`config.mk`:
```
export PLATFORM = sky130hd
export DESIGN_NAME = cs
export DESIGN_NICKNAME = d
export VERILOG_FILES = /design/src/rtl/cs.sv
export SDC_FILE = /design/constraint.sdc
export NUM_CORES = 1
export LEC_CHECK = 0
export ABC_AREA = 0
export CORE_MARGIN = 5
export CORE_UTILIZATION = 25
export DETAILED_ROUTE_END_ITERATION = 10
export PLACE_DENSITY = 0.49
export SYNTH_ARGS = -nofsm -noshare
export SYNTH_HDL_FRONTEND = slang
export SYNTH_SLANG_ARGS = --single-unit
```
`constraint.sdc`:
```
create_clock -name clk -period 64.9 [get_ports clk]
set_input_delay 12.98 -clock clk [delete_from_list [all_inputs] [get_ports clk]]
set_output_delay 12.98 -clock clk [all_outputs]
set_load 0.03 [all_outputs]
```
`src/rtl/cs.sv`:
```
// cs: nine-sample smoothing filter.
// Holds a sliding window of the last nine unsigned 8-bit samples. Each cycle
// it takes the window sum S, the truncated mean Xavg = floor(S/9), and the
// largest window entry not above that mean (Xappr). It then outputs
// Y = floor((S + 9*Xappr)/8).
// Y is registered. It is computed from the incoming sample X together with
// the eight most recent stored samples, which form exactly the window as it
// stands after the edge. The oldest entry W8 therefore never needs its own
// register.
module cs (
  input  logic       clk,
  input  logic       reset,
  input  logic [7:0] X,
  output logic [9:0] Y
);

  localparam int DATA_W = 8;
  localparam int TAPS   = 9;
  localparam int SUM_W  = 12;   // 9 * 255 = 2295 fits in 12 bits
  localparam int ACC_W  = 13;   // S + 9*Xappr <= 4590 fits in 13 bits
  localparam int OUT_W  = 10;   // 4590 / 8 = 573 fits in 10 bits

  // Reciprocal of 9 scaled by 2^16. For S <= 2295 the rounding error of
  // this constant stays below 0.008, well inside the 1/9 spacing of the
  // quotient steps, so floor(S*RECIP9 >> 16) == floor(S/9) over the whole
  // range.
  localparam int         RECIP_SH = 16;
  localparam logic [12:0] RECIP9  = 13'd7282;

  typedef logic [TAPS-1:0][DATA_W-1:0]   win_t;
  typedef logic [TAPS-2:0][DATA_W-1:0]   hist_t;

  // Stored samples: hist_p0[0] is the newest captured sample (W0 after the
  // edge that captured it), hist_p0[7] the oldest one still needed.
  hist_t             hist_p0;
  logic [OUT_W-1:0]  y_p0;

  // Window as it will stand once the current X is shifted in.
  win_t              win_nxt;
  logic [SUM_W-1:0]  sum_nxt;
  logic [DATA_W-1:0] avg_nxt;
  logic [DATA_W-1:0] appr_nxt;
  logic [OUT_W-1:0]  y_nxt;

  // Exact sum of all nine window entries.
  function automatic logic [SUM_W-1:0] win_sum(input win_t w);
    logic [SUM_W-1:0] s;
    s = '0;
    for (int k = 0; k < TAPS; k++) begin
      s = s + SUM_W'(w[k]);
    end
    return s;
  endfunction

  // floor(s / 9) by multiply-and-shift with the scaled reciprocal.
  function automatic logic [DATA_W-1:0] div9(input logic [SUM_W-1:0] s);
    logic [SUM_W+13-1:0] p;
    p = (SUM_W+13)'(s) * (SUM_W+13)'(RECIP9);
    return DATA_W'(p >> RECIP_SH);
  endfunction

  // Largest window entry that does not exceed avg. Starting the search
  // at zero is safe: the window minimum never exceeds the mean, so at
  // least one entry qualifies and zero is the smallest possible answer.
  // Only values are compared, so duplicates and ties are irrelevant.
  function automatic logic [DATA_W-1:0] approx(input win_t w,
                                               input logic [DATA_W-1:0] avg);
    logic [DATA_W-1:0] best;
    best = '0;
    for (int k = 0; k < TAPS; k++) begin
      if ((w[k] <= avg) && (w[k] > best)) begin
        best = w[k];
      end
    end
    return best;
  endfunction

  // floor((s + 9*a) / 8) at full 13-bit width, truncated by the shift.
  function automatic logic [OUT_W-1:0] smooth(input logic [SUM_W-1:0]  s,
                                              input logic [DATA_W-1:0] a);
    logic [ACC_W-1:0] t;
    t = ACC_W'(s) + (ACC_W'(a) * ACC_W'(TAPS));
    return OUT_W'(t >> 3);
  endfunction

  // Assemble the post-shift window and evaluate the filter on it.
  always_comb begin
    win_nxt  = {hist_p0, X};
    sum_nxt  = win_sum(win_nxt);
    avg_nxt  = div9(sum_nxt);
    appr_nxt = approx(win_nxt, avg_nxt);
    y_nxt    = smooth(sum_nxt, appr_nxt);
  end

  // ---- stage p0: window shift and registered result ----
  // Reset empties the window and forces the all-zero-window result.
  always_ff @(posedge clk) begin
    if (reset) begin
      hist_p0 <= '0;
      y_p0    <= '0;
    end else begin
      hist_p0 <= hist_t'(win_nxt);
      y_p0    <= y_nxt;
    end
  end

  assign Y = y_p0;

endmodule

```
==> results.tsv, run 1 <==
stage	metric	value	unit
critical_path	worst path arrival time	41950	ps
floorplanning	DIE WIDTH	220	um
routing	routed wire length	31.6	mm
critical_path	Setup CP Type	input pin to flip-flop	
clocking	CTS sink cnt	74	
placement	IO buf count	19	
critical_path	CP max-delay cell	and4_1	
final_layout	footprint of the multi-input gates	0.00857	mm^2
timing	Layout Skew	7.55	ps
clocking	CTS clk-pin slew, worst paths	60	ps
critical_path	reg-to-reg endpoint	Y[9]	
final_layout	# diodes	0	
logic_synthesis	Post-Synth XOR/XNOR Area	4.51	%
logic_synthesis	post-synth top area share	21.3	%
final_layout	Nets	1582	
floorplanning	full die area	0.0483	mm^2
placement	Post-DP Area	0.0119	mm^2
critical_path	Startpoint Class	input pin	
logic_synthesis	Post-Synth Adder-Cell Area	38.1	%
grt	vias in the first global route	9191	
critical_path	WP buf/inv	18	
routing	Via Count	9031	
logic_synthesis	Mapped Cells	1294	
critical_path	CP Max Fanout	18	
timing	Worst Hold Margin	568	ps
final_layout	fill cell count	4737	
placement	Placed Cells incl. Taps	1876	
floorplanning	core area	0.0434	mm^2
final_layout	fraction of layout cells with a size suffix above 1	5.36	%
clocking	Gates resized, CTS repair	0	
clocking	CTS Hold Bufs	0	
grt	Tot GR Track Use	13.4	%
routing	Avg WL per Cell	16.7	um
logic_synthesis	Compound-Gate Fraction of Synth Area	17.6	%
timing	crit share post-route	64.4	%
logic_synthesis	Post-Synth Simple-Gate Area	14.4	%
routing	via/cell ratio	4.77	
timing	Setup Viol. Count Final	0	
grt	initial antenna violation count	0	
timing	Max Fclk	0.0239	GHz
routing	post-route ant nets	0	
floorplanning	IO Pins	20	
logic_synthesis	mapped cell area	0.0110	mm^2
logic_synthesis	Yosys warnings	0	
logic_synthesis	Avg Synthesized Cell Area	8.51	um^2
timing	slew margin rel.	27.8	%
critical_path	Critical Path Stages	129	
floorplanning	Die Height	220	um
logic_synthesis	mux cell area share after synthesis	3.33	%
timing	fin crit period	41760	ps
placement	Post-DP HPWL	26.0	mm
logic_synthesis	post-synthesis cell type count	93	
final_layout	register area	0.00148	mm^2
final_layout	design area	0.0122	mm^2
logic_synthesis	post-synthesis sequential area ratio	13.5	%
routing	DR pass1 iterations	5	
clocking	Max H-tree Level	3	
floorplanning	row count	76	
grt	first-pass GRT wire length	51.2	mm
logic_synthesis	largest family of logic cells by synthesized area	adder cells	
run	max-cap viol count	0	
logic_synthesis	Synth area leaders	ha_1 (21%), fa_1 (15%), dfxtp_1 (13%)	
logic_synthesis	#FFs+latches synth	74	
logic_synthesis	EDFF count, synth	0	
worst_hold_path	path type of the worst min-delay path	flip-flop to flip-flop	
timing	worst-margin pin slew	1080	ps
clocking	# Post-CTS Setup Buffers	0	
placement	Placer Congestion	0.886	
clocking	TritonCTS buffer count	9	
critical_path	r2r worst-path depth	128	
timing	RSZ-0062 raised after global routing	false	
logic_synthesis	Syn Nets	1574	
final_layout	Layout area overhead	10.5	%
logic_synthesis	Synth area leader	ha_1	
routing	Iter 0 DRT Violations	421	
clocking	CTS tree	yes	
floorplanning	initial core utilization	25.4	%
critical_path	Worst path top cell family by delay	compound AO/OA/AOI/OAI gates	
critical_path	Crit path top cell by count	a21oi_1	
critical_path	worst r2r src	hist_p0[34]	
clocking	root buf cell	clkbuf_16	
clocking	Worst-Skew Late Latency	340	ps
critical_path	CP Data Required Time	65090	ps
grt	largest net degree at the start of global routing	81	
timing	Final Max Slew Viols	0	
logic_synthesis	ys async rst share	0	%
critical_path	crit-path max cell delay	780	ps
grt	total gr overflow	0	
critical_path	Critical Path End	Y[9]	
run_status	outcome	complete, no violations	
routing	Residual DRC	0	
timing	setup TNS	0	ps
critical_path	r2r setup slk	35770	ps
clocking	Max clock buf depth	2	
critical_path	CP Launch Point	X[3]	
logic_synthesis	Top FF cell, synth	dfxtp_1	
final_layout	final cell count without fillers	1892	
critical_path	nature of the critical path endpoint	flip-flop	
timing	final number of hold-violating endpoints	0	
[worst reg2reg max path: cells and delay by family (launching register included)]
family	cells	cell delay (ps)
xor+xnor	1	350
compound gates	57	10900
simple gates	26	5540
buf+inv	17	1720
mux	4	1670
fa+ha+maj	23	8240
flops	1	540
[cells by family after synthesis]
logic type,after synthesis
buf+inv,250
fa+ha+maj,289
compound gates,277
simple gates,319
flops,74
mux,33
xor+xnor,52
[area by class of cell]
cell class	count	area share, %
multi-input combinational	970	70.5
sequential	74	12.2
inverter	220	6.79
tap	585	6.02
clock buffer	13	2.14
timing repair buffer	27	2.02
clock inverter	3	0.391
[how the worst min path moves through the flow]
stage	cells after the start	slack (ps)	end	start
3_3_place_gp	1	560	hist_p0[63]	hist_p0[55]
3_5_place_dp	1	550	hist_p0[63]	hist_p0[55]
5_1_grt	2	600	hist_p0[11]	hist_p0[3]
2_1_floorplan	2	480	hist_p0[19]	hist_p0[11]
6_report	1	570	hist_p0[63]	hist_p0[55]
4_1_cts	1	570	hist_p0[63]	hist_p0[55]
[metal layers]
| layer | wire, um | track usage, % | part of all wire, % | up-vias |
|---|---|---|---|---|
| li1 | - | - | - | 4470 |
| met1 | 15500 | 19.1 | 49 | 4385 |
| met2 | 14800 | 22.0 | 47 | 162 |
| met3 | 1100 | 1.72 | 3.5 | 14 |
| met4 | 251 | 2.23 | 0.79 | 0 |
| met5 | 0 | 0 | 0 | - |
[cell usage in the layout, fill, tap and decap left out, types with 7 or more instances in the layout]
master	n
a21o_1	35
a21oi_1	77
a31oi_1	7
buf_4	8
clkbuf_16	9
clkdlybuf4s50_1	18
dfxtp_1	74
fa_1	83
ha_1	187
inv_1	214
maj3_1	18
mux2_1	8
mux2_2	11
mux2i_1	11
nand2_1	63
nand2b_1	8
nand3_1	26
nand4_1	19
nor2_1	103
nor2b_1	43
nor3_1	13
o211ai_1	9
o21a_1	8
o21ai_0	42
o21ai_1	8
o21bai_1	7
o22ai_1	12
xnor2_1	40
xor2_1	9
[registers in the layout (all words and copies together), names as in the netlist]
| register | cells |
|---|---|
| hist_p0 | 64 |
| Y | 10 |
[cells in the mapped netlist, types with 5 or more instances]
master / number
a211o_1: 6
a211oi_1: 5
a21o_1: 35
a21oi_1: 77
a21oi_2: 5
a31oi_1: 7
and3_1: 6
and4_1: 6
clkbuf_1: 22
dfxtp_1: 74
fa_1: 83
ha_1: 187
inv_1: 214
maj3_1: 18
mux2_1: 8
mux2_2: 11
mux2i_1: 11
nand2_1: 63
nand2b_1: 8
nand3_1: 26
nand4_1: 19
nor2_1: 103
nor2b_1: 43
nor3_1: 13
o211ai_1: 9
o21a_1: 8
o21ai_0: 42
o21ai_1: 8
o21bai_1: 7
o22ai_1: 12
or3_1: 6
xnor2_1: 40
xor2_1: 9
[per-stage QoR]
| stage | setup WS [ps] | util [%] |
|---|---|---|
| 2_1_floorplan | 26130 | - |
| 3_3_place_gp | 23820 | 27.3 |
| 3_5_place_dp | 22980 | 27.3 |
| 4_1_cts | 23290 | 28.1 |
| 5_1_grt | 21110 | 28.1 |
| 6_report | 23140 | 28.1 |
Power of run 1 is not shown: default switching activity piles up to over one toggle a cycle in this logic, so the estimate is an artifact.
==> run 2, diff against run 1 <==
==> constraint.sdc (replaced) <==
create_clock -name clk -period 38.6 [get_ports clk]
set_input_delay 7.72 -clock clk [delete_from_list [all_inputs] [get_ports clk]]
set_output_delay 7.72 -clock clk [all_outputs]
set_load 0.03 [all_outputs]
==> results.tsv, run 2 (synthesis gave the netlist of run 1 again) <==
stage	metric	value	unit	change
final_layout	design area	0.0122	mm^2	about the same
routing	Iter 0 DRT Violations	401		was 421
timing	RSZ-0062 raised after global routing	false		unchanged
final_layout	most common cell after layout, fill and taps aside	inv_1		unchanged
critical_path	Worst path top cell family by delay	compound AO/OA/AOI/OAI gates		unchanged
timing	setup TNS	0	ps	unchanged
timing	Setup Viol. Count Final	0		unchanged
routing	metal2 WL	14.2	mm	was 14.8 mm
critical_path	Crit path top cell by count	a21oi_1		unchanged
critical_path	worst r2r src	hist_p0[34]		unchanged
final_layout	number of flip-flops in the largest register	64		unchanged
routing	Via Count	9002		was 9,031
timing	Worst Hold Margin	568	ps	about the same
routing	Avg WL per Cell	16.6	um	was 16.7 um
run	max-cap viol count	0		unchanged
timing	slew margin rel.	19.8	%	was 27.8%
routing	DR pass1 iterations	5		unchanged
grt	initial antenna violation count	0		unchanged
floorplanning	Die Height	220	um	unchanged
routing	top routing layer used	met4		unchanged
routing	met1 wire length	15.1	mm	was 15.5 mm
routing	routed wire length	31.3	mm	was 31.6 mm
clocking	Max clock buf depth	2		unchanged
critical_path	CP Max Fanout	18		unchanged
timing	crit share post-route	94.3	%	
critical_path	reg-to-reg endpoint	Y[9]		unchanged
final_layout	fraction of layout cells with a size suffix above 1	5.51	%	was 5.36%
clocking	Worst-Skew Late Latency	350	ps	was 340 ps
critical_path	nature of the critical path endpoint	flip-flop		unchanged
grt	Tot GR Track Use	13.2	%	was 13.4%
timing	final number of hold-violating endpoints	0		unchanged
critical_path	Startpoint Class	input pin		unchanged
timing	fin crit period	36410	ps	
critical_path	crit-path max cell delay	750	ps	was 780 ps
critical_path	Setup CP Type	input pin to flip-flop		unchanged
grt	largest net degree at the start of global routing	81		unchanged
routing	met3 WL	1.52	mm	was 1.10 mm
placement	Placer Congestion	0.884		was 0.886
routing	via/cell ratio	4.76		was 4.77
routing	Residual DRC	0		unchanged
worst_hold_path	worst hold endpoint	hist_p0[63]		unchanged
worst_hold_path	Hold Path Origin	hist_p0[55]		unchanged
floorplanning	DIE WIDTH	220	um	unchanged
run_status	outcome	complete, no violations		unchanged
clocking	CTS clk-pin slew, worst paths	60	ps	about the same
clocking	CTS tree	yes		unchanged
floorplanning	IO Pins	20		unchanged
clocking	CTS Hold Bufs	0		unchanged
clocking	CTS sink cnt	74		unchanged
timing	Layout Skew	7.99	ps	was 7.55 ps
final_layout	Final Util	28.0	%	was 28.1%
grt	vias in the first global route	9153		was 9,191
grt	total gr overflow	0		unchanged
critical_path	WP buf/inv	18		unchanged
clocking	root buf cell	clkbuf_16		unchanged
grt	first-pass GRT wire length	50.4	mm	was 51.2 mm
critical_path	CP Data Required Time	38800	ps	was 65,090 ps
clocking	# Post-CTS Setup Buffers	0		unchanged
critical_path	CP Launch Point	X[3]		unchanged
final_layout	Biggest register	hist_p0		unchanged
final_layout	Layout area overhead	10.4	%	was 10.5%
floorplanning	row count	76		unchanged
floorplanning	core area	0.0434	mm^2	unchanged
worst_hold_path	path type of the worst min-delay path	flip-flop to flip-flop		unchanged
routing	post-route ant nets	0		unchanged
clocking	TritonCTS buffer count	9		unchanged
critical_path	r2r worst-path depth	128		unchanged
placement	Post-DP Area	0.0119	mm^2	unchanged
timing	Final Max Slew Viols	0		unchanged
critical_path	CP max-delay cell	and4_1		unchanged
placement	IO buf count	19		unchanged
floorplanning	initial core utilization	25.4	%	unchanged
timing	Max Fclk	0.0275	GHz	
critical_path	worst path arrival time	36610	ps	was 41,950 ps
timing	worst-margin pin slew	1200	ps	was 1080 ps
clocking	Max H-tree Level	3		unchanged
floorplanning	full die area	0.0483	mm^2	unchanged
final_layout	most frequent cells in the layout	inv_1 (214), ha_1 (187), nor2_1 (103)		unchanged
worst_hold_path	hold path depth	1		unchanged
placement	Post-DP HPWL	25.9	mm	was 26.0 mm
final_layout	Nets	1582		unchanged
clocking	Gates resized, CTS repair	0		unchanged
final_layout	# diodes	0		unchanged
critical_path	r2r setup slk	9540	ps	was 35,770 ps
-- run 2: metal layers --
layer,global-route usage [%],vias to the layer above
met5,0,-
met1,18.5,4289
met3,2.34,39
li1,-,4465
met2,21.3,209
met4,3.16,0
-- run 2: layout make-up --
class | count | area [um^2]
Multi-Input combinational cell | 970 | 8570
Clock buffer | 9 | 225
Timing Repair Buffer | 27 | 245
Fill cell | 4739 | 31200
Inverter | 220 | 826
Clock inverter | 7 | 68.8
Tap cell | 585 | 732
Sequential cell | 74 | 1480
-- run 2: how the worst max path moves through the flow --
| stage | endpoint | slack [ps] | cells past startpoint |
|---|---|---|---|
| 6_report | Y[9] | 2190 | 129 |
| 5_1_grt | Y[9] | 150 | 131 |
| 4_1_cts | Y[9] | 2360 | 129 |
| 3_5_place_dp | Y[9] | 2110 | 129 |
| 3_3_place_gp | Y[8] | 2820 | 128 |
| 2_1_floorplan | Y[5] | 5090 | 134 |
-- run 2: metrics by stage --
stage / std cells / setup WS [ps]
after floorplan: 1294 / 5090
after global placement: 1876 / 2820
after detailed placement: 1876 / 2110
after CTS: 1892 / 2360
after global routing: 1892 / 152
final: 1892 / 2190
Power of run 2 is left out for the same reason.
